[src/rtl/core_mul_sched.sv]
// Two-lane multiply scheduler: arbitrates, latches operands, tracks one op.
// Define MUL_SCHED_RR_EN for round-robin tie-break (default: lane 0 wins).
module core_mul_sched #(
  parameter int W     = 32,
  parameter int TAG_W = 4
) (
  input  logic                       clk,
  input  logic                       rst,
  input  logic [1:0]                 req,
  output logic [1:0]                 gnt,
  input  logic [1:0][W-1:0]          op_a,
  input  logic [1:0][W-1:0]          op_b,
  input  logic [1:0][2*W-1:0]        op_c,
  input  logic [1:0][2:0]            op_ctl,
  input  logic [1:0][2*TAG_W-1:0]    op_rd,
  input  logic                       flush,
  output logic                       busy,
  output logic                       mul_start,
  output logic [W-1:0]               mul_a,
  output logic [W-1:0]               mul_b,
  output logic [W-1:0]               mul_c_hi,
  output logic [W-1:0]               mul_c_lo,
  output logic                       mul_add,
  output logic                       mul_long,
  output logic                       mul_signed,
  input  logic                       mul_ready,
  input  logic [W-1:0]               mul_q_hi,
  input  logic [W-1:0]               mul_q_lo,
  output logic                       done,
  output logic                       done_lane,
  output logic [2*TAG_W-1:0]         done_rd,
  output logic [2*W-1:0]             done_q,
  output logic                       done_long
);

  localparam logic [1:0] IDLE  = 2'd0;
  localparam logic [1:0] ISSUE = 2'd1;
  localparam logic [1:0] WAIT  = 2'd2;
  localparam logic [1:0] DRAIN = 2'd3;

  logic [1:0]         state;
  logic [1:0]         pick;
  logic               sel;
  logic               lane_q;
  logic [2*TAG_W-1:0] rd_q;

`ifdef MUL_SCHED_RR_EN
  logic ptr;

  always_comb begin
    pick = req;
    if (req == 2'b11)
      pick = ptr ? 2'b10 : 2'b01;
  end

  // Pointer moves to the lane that did not just win.
  always_ff @(posedge clk) begin
    if (rst)
      ptr <= 1'b0;
    else if (|gnt)
      ptr <= gnt[0];
  end
`else
  always_comb begin
    pick = 2'b00;
    if (req[0])
      pick = 2'b01;
    else if (req[1])
      pick = 2'b10;
  end
`endif

  assign gnt       = (state == IDLE && !flush && !rst) ? pick : 2'b00;
  assign sel       = gnt[1];
  assign busy      = (state != IDLE);
  assign mul_start = (state == ISSUE);

  always_ff @(posedge clk) begin
    if (rst) begin
      state      <= IDLE;
      mul_a      <= '0;
      mul_b      <= '0;
      mul_c_hi   <= '0;
      mul_c_lo   <= '0;
      mul_add    <= 1'b0;
      mul_long   <= 1'b0;
      mul_signed <= 1'b0;
      lane_q     <= 1'b0;
      rd_q       <= '0;
      done       <= 1'b0;
      done_lane  <= 1'b0;
      done_rd    <= '0;
      done_q     <= '0;
      done_long  <= 1'b0;
    end else begin
      done <= 1'b0;
      unique case (state)
        IDLE: begin
          if (|gnt) begin
            state      <= ISSUE;
            mul_a      <= op_a[sel];
            mul_b      <= op_b[sel];
            mul_c_hi   <= op_c[sel][2*W-1:W];
            mul_c_lo   <= op_c[sel][W-1:0];
            mul_add    <= op_ctl[sel][2];
            mul_long   <= op_ctl[sel][1];
            mul_signed <= op_ctl[sel][0];
            lane_q     <= sel;
            rd_q       <= op_rd[sel];
          end
        end
        ISSUE: state <= flush ? DRAIN : WAIT;
        WAIT: begin
          if (mul_ready) begin
            state <= IDLE;
            if (!flush) begin
              done      <= 1'b1;
              done_lane <= lane_q;
              done_rd   <= rd_q;
              done_long <= mul_long;
              done_q    <= {mul_long ? mul_q_hi : {W{1'b0}}, mul_q_lo};
            end
          end else if (flush) begin
            state <= DRAIN;
          end
        end
        DRAIN: if (mul_ready) state <= IDLE;
        default: state <= IDLE;
      endcase
    end
  end

endmodule

[config.mk]
export PLATFORM = sky130hd
export DESIGN_NAME = core_mul_sched
export DESIGN_NICKNAME = d
export VERILOG_FILES = /design/src/rtl/core_mul_sched.sv
export SDC_FILE = /design/constraint.sdc
export NUM_CORES = 1
export LEC_CHECK = 0
export CAP_MARGIN = 20
export CORE_AREA = 2 2 214 216
export CTS_CLUSTER_SIZE = 25
export DETAILED_ROUTE_END_ITERATION = 10
export DIE_AREA = 0 0 216 218
export SETUP_SLACK_MARGIN = 0.5
export SLEW_MARGIN = 20
export SYNTH_ARGS = -nofsm -noshare
export SYNTH_HDL_FRONTEND = slang
export SYNTH_SLANG_ARGS = --single-unit
[constraint.sdc]
create_clock -name clk -period 3.5 [get_ports clk]
set_input_delay 0.7 -clock clk [delete_from_list [all_inputs] [get_ports clk]]
set_output_delay 0.7 -clock clk [all_outputs]
set_load 0.03 [all_outputs]
[Word-level counts from Yosys, hierarchy flattened]
Cells that the tools add are included.
Cells by class
  equal/unequal tests: 6
  reductions and logical operators: 11
  bitwise gates (word level): 3
  order comparisons: 1
  muxes and demuxes: 21
Operators with widths (count)
  two-way mux 32 bit: 5
  two-way mux 64 bit: 2
  two-way mux 8 bit: 2
  two-way mux 2 bit: 7
  case mux 2 bit (4 select lines): 1
  two-way mux 3 bit: 2
  AND reduction 3 bit: 2
  equality test 2 bit (second input constant): 2
  != test 3 bit (second input constant): 1
  inverter 1 bit: 3
  OR reduction 3 bit: 1
  equality test 2 x 1 -> 1 bit (second input constant): 1
  logical AND 1 bit: 2
  zero test 1 bit: 2
  zero test 2 bit: 1
  < comparator 1 x 2 -> 1 bit (second input constant): 1
  two-way mux 1 bit: 2
  != test 2 x 1 -> 1 bit (second input constant): 1
  != test 2 bit (second input constant): 1
  AND reduction 2 bit: 1
  nonzero test 2 bit: 1
  OR reduction 2 bit: 1
Storage, ports and cells
  output and inout bits: 210
  word-level logic and storage cells: 57
  register bits after elaboration: 217
  input port bits: 348

[Logic depth before layout (Yosys ltp)]
  depth after elaboration: 7
  depth in mapped cells: 6
  mapped depth without buffers: 3

[Worst setup path after synthesis]
No wires, ideal clock.
  kind: input to output
  from: input port req[0]
  to: output port gnt[0]
  required time: 2800 ps
  arrival time: 1650 ps
  stages: 4
  buffers on the path: 3
  slack: 1150 ps
  path through: buf_2 > clkbuf_1 > buf_2 > and2_1
On the way
  longest elaborated chain between the ends: 2
RTL lines
  start: declaration: line 9  | input logic [1:0] req,
  two-way mux 2 bit: line 66  | if (req[0])
  two-way mux 2 bit: line 73  | assign gnt = (state == IDLE && !flush && !rst) ? pick : 2'b00;
  end: declaration: line 10  | output logic [1:0] gnt,
Every way passes these cells.

[Worst setup path after layout]
  from: input port flush
  to: output port gnt[0]
On the way
  longest elaborated chain between the ends: 4
RTL lines
  start: declaration: line 16  | input logic flush,
  zero test 1 bit
  logical AND 1 bit (2 in series): line 73
  two-way mux 2 bit: line 73
Every way passes these cells.

==> impl_metrics.py <==
metrics = {
    "final_layout": {
        "fill_cells": 4618,
        "final_core_util_pct": 36.6,
        "stdcell_area_um2": 16400,
        "instances_no_fill": 2244,
        "area_delta_synth_final_pct": 73.0,
        "num-nets-final": 1973,
        "post_route_cells_drive_above_1_share_pct": 4.32,
    },
    "synth": {
        "ys_types": 23,
        "ys_warn_count": 0,
        "synthesis.nets": 1471,
        "yosys.area.top_type": "dfxtp_1",
        "synthAdderAreaFrac_pct": 0,
        "synth_area_leaders": "dfxtp_1 (46%), a221oi_1 (13%), o22a_1 (13%), inv_1 (11%), nand2_1 (4.7%)",
        "synth_top_cell_area_share_pct": 45.8,
        "ys_seq_elements": 217,
        "syn_area_um2": 9490,
        "synth_xor_area_share_pct": 0,
        "avgSynthCellArea_um2": 8.45,
        "dominantRegCellSynth": "dfxtp_1",
        "syn_inst": 1123,
        "synth-edff-count": 0,
        "synthArstFlopShare_pct": 0,
        "synth-compound-area-share_pct": 30.1,
        "synth_top_family_by_area": "compound AO/OA/AOI/OAI gates",
        "yosysSeqAreaShare_pct": 45.8,
        "synthMuxAreaShare_pct": 0,
        "yosys.area_share.simple_pct": 7.40,
    },
    "sta": {
        "worstMarginPinSlew_ns": 0.902,
        "hold_slack_ns": 0.450,
        "grt_setup_unrepaired": "false",
        "post-route-period-util_pct": 81.0,
        "skew_ns": 0.0104,
        "report.final.slew_viol_count": 0,
        "hold_viol_final": 0,
        "max_freq_ghz": 0.353,
        "fin_crit_ns": 2.83,
        "slew_headroom_pct": 39.9,
        "setup-tns-final_ns": 0,
        "setup_viol": 0,
    },
    "floorplan": {
        "die_x_um": 216,
        "core_area_um2": 44900,
        "die_h_um": 218,
        "initial_core_util_pct": 21.1,
        "die_area_um2": 47100,
        "rows": 78,
        "io_pins": 558,
    },
    "global_route": {
        "grt_pass1_vias": 10000,
        "grt_util_all_layers_pct": 14.8,
        "antenna_found_initial": 1,
        "grt_overflow": 0,
        "grt_pass1_wl_um": 55700,
        "grt_max_degree": 132,
    },
    "routing": {
        "met3_length_um": 3280,
        "firstDrtPassIters": 6,
        "via_per_inst": 4.49,
        "drt_first_iter_violations": 485,
        "wl_met1_um": 14400,
        "ant_nets": 0,
        "wire_per_inst_um": 16.4,
        "met2WireLength_um": 18200,
        "top_layer_used": "met4",
        "vias": 10100,
        "totalWireLength_um": 36900,
        "drc": 0,
    },
    "clocking": {
        "clkSlewWorstSetupHoldPaths_ns": 0.06,
        "cts_setup_buffers": 0,
        "h-tree-depth": 1,
        "cts_resized": 2,
        "cts_tree": "yes",
        "cts-root-buf": "clkbuf_16",
        "cts_sinks": 217,
        "cts_buffers": 25,
        "clock_latency_ns": 0.53,
        "clk_path_buf_depth": 3,
        "cts_hold_buf": 0,
    },
    "hold_path": {
        "hp-class": "reg -> reg",
        "holdPathStages": 2,
    },
    "placed_design": {
        "place.detailed.hpwl_um": 26500,
        "portBuffers": 557,
        "dpl-instance-area_um2": 15600,
        "placedCellCount": 2198,
        "routabilityCongestion": 0.841,
    },
    "run": {
        "cap_violations": 0,
    },
    "power_and_ir_drop": {
        "power.density_nw_per_um2": 448,
        "vdd_ir_drop_max_mv": 0.300,
        "leakagePower_uw": 0.00732,
    },
    "critical_path": {
        "critPathLaunchType": "input port",
        "endpoint": "gnt[0]",
        "r2r_slack_ns": 1.52,
        "ff2ff_path_depth": 5,
        "crit_path_start": "flush",
        "critPathArrivalTime_ns": 2.13,
        "worst-setup-path-type": "in -> out",
        "reg2reg_to": "rd_q[3]$_SDFFE_PP0P_",
        "crit_fanout": 6,
        "reg2reg_from": "state[1]$_SDFFE_PP0P_",
        "crit_required_ns": 2.80,
        "endpoint_kind": "output port",
    },
    "outcome": {
        "status": "finished, final reports clean",
    },
}
cell families after synthesis:
logic type             after synthesis
AND/OR/NAND/NOR                    164
AO/OA/AOI/OAI                      358
flip-flops                         217
buffers and inverters              384
layout by cell type, fill, tap and decap left out, types with 2 or more instances in the layout:
cell type	count
inv_1	278
dfxtp_1	217
buf_4	15
bufinv_16	2
clkinv_2	4
clkbuf_8	5
nand2_1	119
buf_12	10
clkbuf_16	25
nand3_1	32
a221oi_1	140
dlygate4sd2_1	2
clkdlybuf4s50_1	553
nor3_1	2
o22a_1	139
a21oi_1	76
clkinvlp_4	2
nor2_1	3
clkbuf_1	7
power breakdown:
group	switching, uW	leakage, uW	total (uW)	internal (uW)
logic	966	0.00515	1930	961
registers	122	0.00177	2810	2690
clock network	1050	0.000397	2610	1570
total	2130	0.00732	7350	5220
how the worst min path moves through the flow:
| stage | startpoint | endpoint | slack, ns |
|---|---|---|---|
| floorplan | lane_q$_SDFFE_PP0P_ | done_lane$_SDFFE_PP0P_ | 0.43 |
| global placement | done_q[51]$_SDFFE_PP0P_ | done_q[51]$_SDFFE_PP0P_ | 0.44 |
| detailed placement | done_q[63]$_SDFFE_PP0P_ | done_q[63]$_SDFFE_PP0P_ | 0.44 |
| CTS | done_q[63]$_SDFFE_PP0P_ | done_q[63]$_SDFFE_PP0P_ | 0.45 |
| global route | rd_q[0]$_SDFFE_PP0P_ | done_rd[0]$_SDFFE_PP0P_ | 0.46 |
| finish | done_q[40]$_SDFFE_PP0P_ | done_q[40]$_SDFFE_PP0P_ | 0.45 |
state kept, by name, summed over array words and instances, names as in the netlist, 2 cells and up:
signal,flops
mul_a,32
mul_c_hi,32
mul_b,32
rd_q,8
state,2
done_q,64
mul_c_lo,32
done_rd,8
worst max-delay path, stage by stage:
cell	delay (ns)
clkdlybuf4s50_1	0.54
nor4_4	0.30
and2_1	0.19
dlygate4sd2_1	0.40
per-stage QoR:
stage	setup slack, ns	power, uW
final	0.666	7350
after global routing	0.590	7680
after CTS	0.657	7460
after detailed placement	0.391	4810
after global placement	0.355	4790
after floorplan	1.15	3810
cell usage after synthesis (all sizes together) (2+ instances only):
| cell | count |
|---|---|
| nand2 | 119 |
| clkbuf | 43 |
| o22a | 139 |
| a221oi | 140 |
| nor2b | 2 |
| nor3 | 2 |
| a21oi | 76 |
| inv | 278 |
| buf | 63 |
| dfxtp | 217 |
| nand3 | 32 |
| nor2 | 4 |
cell type report:
| type | count | area, um2 | area share [%] |
|---|---|---|---|
| Clock buffer | 37 | 721 | 4.39 |
| Sequential cell | 217 | 4340 | 26.5 |
| Multi-Input combinational cell | 522 | 3580 | 21.8 |
| Clock inverter | 8 | 95.1 | 0.579 |
| Antenna cell | 1 | 2.50 | 0.0152 |
| Tap cell | 600 | 751 | 4.57 |
| Timing Repair Buffer | 581 | 5880 | 35.8 |
| Inverter | 278 | 1040 | 6.36 |
per-layer routing:
layer  vias to the layer above  track usage, %
met1                      4768            16.4
li1                       4844               -
met2                       416            26.8
met5                         -               0
met3                        43            4.59
met4                         0            4.66
No activity file was read; power rests on OpenSTA's default activity.
